File: src/rtl/muldiv_unit.sv
// Iterative RV32M multiply/divide unit (shift-add multiply, restoring divide, one bit per cycle).
// Latency: XLEN+1 cycles after accept; 1 cycle for divide-by-zero / signed overflow (special cases).
// Backpressure: busy stays high while in flight; start is only sampled in IDLE; flush aborts. Divider gated by MULDIV_DIV_EN.
module muldiv_unit #(
    parameter int XLEN = 32
) (
    input  logic            clk,
    input  logic            rst_n,
    input  logic            start,
    input  logic [2:0]      funct3,
    input  logic [XLEN-1:0] op_a,
    input  logic [XLEN-1:0] op_b,
    input  logic            flush,
    output logic            busy,
    output logic            done,
    output logic [XLEN-1:0] result
);

    localparam int CW = $clog2(XLEN + 1);

    typedef enum logic [1:0] {
        S_IDLE = 2'd0,
        S_CALC = 2'd1,
        S_FIX  = 2'd2
    } state_t;

    state_t              r_state;
    logic [CW-1:0]       r_cnt;
    logic [2:0]          r_f3;
    logic                r_neg;
    logic                r_special;
    logic [2*XLEN-1:0]   r_acc;     // mul: {product hi, multiplier/product lo}; div: {remainder, quotient}
    logic [XLEN-1:0]     r_b;       // mul: multiplicand magnitude; div: divisor magnitude
    logic [XLEN-1:0]     r_result;
    logic                r_done;
    logic                r_busy;

    // Operand signedness and magnitudes, decoded from funct3 at accept time
    logic                w_a_signed;
    logic                w_b_signed;
    logic                w_sa;
    logic                w_sb;
    logic [XLEN-1:0]     w_mag_a;
    logic [XLEN-1:0]     w_mag_b;
    logic                w_neg;
    logic                w_special;
    logic [XLEN-1:0]     w_pre;

    assign w_a_signed = funct3[2] ? ~funct3[0] : (funct3[1:0] != 2'b11);
    assign w_b_signed = funct3[2] ? ~funct3[0] : ~funct3[1];
    assign w_sa       = w_a_signed & op_a[XLEN-1];
    assign w_sb       = w_b_signed & op_b[XLEN-1];
    assign w_mag_a    = w_sa ? -op_a : op_a;
    assign w_mag_b    = w_sb ? -op_b : op_b;
    // REM takes the dividend's sign; everything else takes sign(a) ^ sign(b)
    assign w_neg      = (funct3[2] & funct3[1]) ? w_sa : (w_sa ^ w_sb);

`ifdef MULDIV_DIV_EN
    logic                w_div_zero;
    logic                w_ovf;
    assign w_div_zero = (op_b == '0);
    assign w_ovf      = ~funct3[0] && (op_a == {1'b1, {(XLEN-1){1'b0}}}) && (op_b == '1);
    assign w_special  = funct3[2] & (w_div_zero | w_ovf);
    // Divide-by-zero: quotient all-ones, remainder = dividend. Overflow: quotient = dividend, remainder 0.
    assign w_pre      = w_div_zero ? (funct3[1] ? op_a : '1)
                                   : (funct3[1] ? '0   : op_a);
`else
    // Without the divider every divide request completes immediately with zero
    assign w_special  = funct3[2];
    assign w_pre      = '0;
`endif

    // One multiply step: add multiplicand into the high half when the low bit is set, then shift right
    logic [XLEN:0]       w_sum;
    logic [2*XLEN-1:0]   w_mul_nxt;
    assign w_sum     = {1'b0, r_acc[2*XLEN-1:XLEN]} + {1'b0, r_b};
    assign w_mul_nxt = r_acc[0] ? {w_sum, r_acc[XLEN-1:1]} : {1'b0, r_acc[2*XLEN-1:1]};

    logic [2*XLEN-1:0]   w_div_nxt;
`ifdef MULDIV_DIV_EN
    // One restoring-divide step: shift {rem, quot} left, keep the trial subtraction if it did not borrow
    logic [XLEN:0]       w_rem_sh;
    logic [XLEN:0]       w_diff;
    assign w_rem_sh  = {r_acc[2*XLEN-1:XLEN], r_acc[XLEN-1]};
    assign w_diff    = w_rem_sh - {1'b0, r_b};
    assign w_div_nxt = w_diff[XLEN] ? {w_rem_sh[XLEN-1:0], r_acc[XLEN-2:0], 1'b0}
                                    : {w_diff[XLEN-1:0],   r_acc[XLEN-2:0], 1'b1};
`else
    assign w_div_nxt = r_acc;
`endif

    logic [2*XLEN-1:0]   w_step;
    assign w_step = r_f3[2] ? w_div_nxt : w_mul_nxt;

    // Sign fix-up and result selection applied in the FIX state
    logic [2*XLEN-1:0]   w_prod;
    logic [XLEN-1:0]     w_q;
    logic [XLEN-1:0]     w_r;
    logic [XLEN-1:0]     w_fix;
    assign w_prod = r_neg ? -r_acc : r_acc;
    assign w_q    = r_neg ? -r_acc[XLEN-1:0] : r_acc[XLEN-1:0];
    assign w_r    = r_neg ? -r_acc[2*XLEN-1:XLEN] : r_acc[2*XLEN-1:XLEN];

    // Select the final value: preloaded special result, quotient/remainder, or product half
    always_comb begin
        w_fix = '0;
        if (r_special) begin
            w_fix = r_acc[XLEN-1:0];
        end else if (r_f3[2]) begin
            w_fix = r_f3[1] ? w_r : w_q;
        end else if (r_f3[1:0] == 2'b00) begin
            w_fix = w_prod[XLEN-1:0];
        end else begin
            w_fix = w_prod[2*XLEN-1:XLEN];
        end
    end

    // Control FSM and datapath registers: accept, iterate, fix up, or abort on flush
    always_ff @(posedge clk or negedge rst_n) begin
        if (!rst_n) begin
            r_state   <= S_IDLE;
            r_cnt     <= '0;
            r_f3      <= '0;
            r_neg     <= 1'b0;
            r_special <= 1'b0;
            r_acc     <= '0;
            r_b       <= '0;
            r_result  <= '0;
            r_done    <= 1'b0;
            r_busy    <= 1'b0;
        end else begin
            r_done <= 1'b0;
            case (r_state)
                S_IDLE: begin
                    if (start && !flush) begin
                        r_f3   <= funct3;
                        r_neg  <= w_neg;
                        r_busy <= 1'b1;
                        if (w_special) begin
                            r_special <= 1'b1;
                            r_acc     <= {{XLEN{1'b0}}, w_pre};
                            r_cnt     <= '0;
                            r_state   <= S_FIX;
                        end else begin
                            r_special <= 1'b0;
                            r_acc     <= {{XLEN{1'b0}}, (funct3[2] ? w_mag_a : w_mag_b)};
                            r_b       <= funct3[2] ? w_mag_b : w_mag_a;
                            r_cnt     <= CW'(XLEN);
                            r_state   <= S_CALC;
                        end
                    end
                end
                S_CALC: begin
                    if (flush) begin
                        r_state <= S_IDLE;
                        r_busy  <= 1'b0;
                        r_cnt   <= '0;
                    end else begin
                        r_acc <= w_step;
                        r_cnt <= r_cnt - 1'b1;
                        if (r_cnt == CW'(1)) begin
                            r_state <= S_FIX;
                        end
                    end
                end
                S_FIX: begin
                    r_state <= S_IDLE;
                    r_busy  <= 1'b0;
                    r_cnt   <= '0;
                    if (!flush) begin
                        r_result <= w_fix;
                        r_done   <= 1'b1;
                    end
                end
                default: begin
                    r_state <= S_IDLE;
                    r_busy  <= 1'b0;
                end
            endcase
        end
    end

    assign busy   = r_busy;
    assign done   = r_done;
    assign result = r_result;

endmodule

File: config.mk
export PLATFORM = sky130hd
export DESIGN_NAME = muldiv_unit
export DESIGN_NICKNAME = d
export VERILOG_FILES = /design/src/rtl/muldiv_unit.sv
export SDC_FILE = /design/constraint.sdc
export NUM_CORES = 1
export LEC_CHECK = 0
export BUFFER_PORTS_ARGS = -buffer_cell sky130_fd_sc_hd__buf_2
export CORE_MARGIN = 4
export CORE_UTILIZATION = 60
export CTS_CLUSTER_SIZE = 12
export DETAILED_ROUTE_END_ITERATION = 16
export PLACE_DENSITY_LB_ADDON = 0.3
export SETUP_SLACK_MARGIN = 0.4
export SLEW_MARGIN = 10
export SYNTH_ARGS = -nofsm -noshare
export SYNTH_HDL_FRONTEND = slang
export SYNTH_SLANG_ARGS = --single-unit
File: constraint.sdc
create_clock -name clk -period 6.58 [get_ports clk]
set_input_delay 1.316 -clock clk [delete_from_list [all_inputs] [get_ports clk]]
set_output_delay 1.316 -clock clk [all_outputs]
set_load 0.03 [all_outputs]
==> reports/metrics.yaml <==
status: "completed"
end_kind: "flip-flop"
worstMarginPinSlew_ns: 1.01
clk_root_buffer_cell: "clkbuf_16"
clk_path_buf_depth: 2
rr_worst_depth: 11
ys_seq_area_share_pct: 32.5
synthTopCellsByCount: "nand2_1 (169), dfrtp_1 (142), o21ai_0 (140)"
netlist.area_leader.share_pct: 32.5
tritoncts: "done"
grt_max_degree: 94
synth-adder-area-share_pct: 4.76
path_cells: "buf_4 -> clkinv_1 -> ha_1 -> nand2b_1 -> or3_4 -> nand4b_4 -> o31ai_2 -> o21ai_0 -> xor2_1 -> o221ai_1 -> o21ai_0"
crit_arrival_ns: 3.79
synth.area.top_cells: "dfrtp_1 (32%), o21ai_0 (6.4%), a21oi_1 (6.2%)"
place_inst: 1640
yosys.cell_count.top_type: "nand2_1"
layout_min_cycle_time_ns: 3.44
synth_top_family_by_area: "compound AO/OA/AOI/OAI gates"
gr-total-overflow: 0
synth_cell_types: 76
drtIter0Drc: 1144
die_height_um: 143
syn-num-nets: 1483
synth_cells: 1371
final-hold-violation-count: 0
layout-drive-gt1-share_pct: 13.0
cp_common_cell: "o21ai_0"
initial_utilization_pct: 60.9
dr_total_vias: 10993
holdWs_ns: 0.457
rrSetupSlack_ns: 3.14
clk_latency_ns: 0.43
cp-start-kind: "flip-flop"
cts_setup_buffers: 0
slowest_stage: "o31ai_2"
worst-path-buf-inv: 2
yosys.area_share.simple_pct: 21.6
cp.required_ns: 6.93
min_period_over_period_pct: 52.3
reg2reg_to: "result[22]"
p_per_area_nw_per_um2: 454
min_path_cells: 2
dieArea_um2: 20500
skew_ns: 0.00814
setup_viol: 0
die_w_um: 143
p_leak_nw: 5.27
dp_hpwl_mm: 23.8
worstSetupPathType: "reg2reg"
holdPathEnd: "result[4]"
crit_family: "compound AO/OA/AOI/OAI gates"
synthXorXnorAreaFrac_pct: 8.73
p_total_mw: 5.52
wirelength_mm: 32.7
yosysTopAreaCell: "dfrtp_1"
gp_congestion: 1.03
firstDrtPassIters: 6
final_core_util_pct: 67.7
synth_mux_area_share_pct: 2.06
vias_per_cell: 6.57
timing.fmax_mhz: 290
irDropWorstVdd_mv: 0.297
hp-class: "reg2reg"
grt_use_total_pct: 32.0
io_buffers: 104
remaining_drc_errors: 0
rsz0062_at_grt: "false"
synth_seq_cells: 142
area_delta_synth_final_pct: 11.2
setup_tns_ns: 0
grt_pass1_vias: 10218
yosysWarningCount: 0
cts_made_buffers: 17
fin_nets: 1542
clkSinkCount: 142
fill_cells: 1539
clkSlewWorstSetupHoldPaths_ns: 0.06
synthFlopType: "dfrtp_1"
io-pin-count: 105
slew_headroom_pct: 31.9
worstPathMaxFanout: 32
synth_compound_area_share_pct: 26.6
rows: 49
fin_cells: 1672
grt_pass1_wl_mm: 52.7
antenna_found_initial: 0
wl_per_cell_um: 19.5
core_area_um2: 18000
max_stage_delay_ns: 0.54
cap_viol_max_count: 0
synth_edf_count: 0
syn_area_um2: 10900
syn_avg_cell_area_um2: 7.98
hp-start: "result[4]"
postRouteAntennaNets: 0
n_antenna_cell: 0
cts_hold_buffers: 0
slew_viol_final: 0
r2r_start: "r_acc[0]"
cts_max_level: 4
cts_resized: 0
async_reset_ff_share_pct: 100
worst max-delay path by stage:
stage / from / endpoint / slack, ns / cells past startpoint
final: r_acc[0] / result[22] / 3.14 / 11
after global routing: r_acc[32] / r_acc[61] / 2.85 / 11
after CTS: r_acc[32] / r_acc[61] / 3.18 / 11
after detailed placement: op_b[3] / r_acc[29] / 2.77 / 9
after global placement: op_b[5] / r_acc[29] / 2.85 / 9
after floorplan: op_b[5] / r_acc[29] / 3.13 / 8
power breakdown:
part	total, mW	switching [mW]	internal, mW
Sequential	1.67	0.457	1.22
Combinational	2.84	1.83	1.01
Clock	1.01	0.397	0.609
per-stage QoR:
| stage | instance area, um2 | worst slack (ns) |
|---|---|---|
| floorplan | 10900 | 3.13 |
| global placement | 11600 | 2.85 |
| detailed placement | 11600 | 2.77 |
| CTS | 12200 | 3.18 |
| global route | 12200 | 2.85 |
| finish | 12200 | 3.14 |
metal layers:
metal	vias up	wire length, um	global-route usage, %
li1	5181	-	-
met1	5107	13500	43.7
met2	603	14600	49.6
met3	102	3310	7.84
met4	0	1210	12.1
met5	-	0	0
state kept, by name, indices dropped and copies added (netlist names):
name and count:
r_acc 64, r_b 32, result 32, r_cnt 6
r_f3 3, r_state 2, busy 1, done 1
r_neg 1
layout by cell type (no fill, tap or decap), types with 5 or more instances in the layout:
cell type,netlist,final
and3_1,15,15
o41ai_1,13,13
buf_4,0,10
nor3b_1,5,5
nand2b_1,15,14
or2_2,14,14
nor3_1,38,38
nand2_1,169,169
xnor2_1,57,57
a211oi_1,11,11
a21oi_1,135,135
inv_1,29,29
mux2i_1,18,18
a21o_1,13,13
o211ai_1,8,8
o221ai_1,14,14
nor2_1,114,113
a221oi_1,8,7
nor4_1,14,14
o21ai_0,140,140
dfrtp_1,142,141
buf_2,2,103
o22ai_1,31,31
nand4_1,8,8
ha_1,40,40
xor2_1,52,52
or4_1,8,8
o31ai_1,29,29
o21ai_1,5,5
nand3_1,29,29
nor2b_1,5,5
a31oi_1,18,18
clkbuf_16,0,17
nand3b_1,7,7
or3_1,20,20
final cells by class:
cell class	instances	area (um2)	share of cell area, %
clock buffers	20	447	3.67
clock inverters	12	160	1.32
inverters	30	113	0.926
multi-input cells	1125	7000	57.6
flip-flops and latches	142	3550	29.2
well taps	229	287	2.36
repair buffers	114	602	4.95
kinds of logic after synthesis:
kind of cell	Yosys count
buffers and inverters	104
muxes	22
adders and majority gates	41
xor gates and xnor gates	109
AOI/OAI and AO/OA	469
and+or+nand+nor	484
DFF	142
worst register-to-register path: stages (launching register included):
cell      delay [ns]
dfrtp_1         0.38
buf_4           0.26
clkinv_1        0.28
ha_1            0.24
nand2b_1        0.11
or3_4           0.39
nand4b_4        0.35
o31ai_2         0.54
o21ai_0         0.20
xor2_1          0.29
o221ai_1        0.16
o21ai_0         0.17
Power figures use the tool's default switching activity.
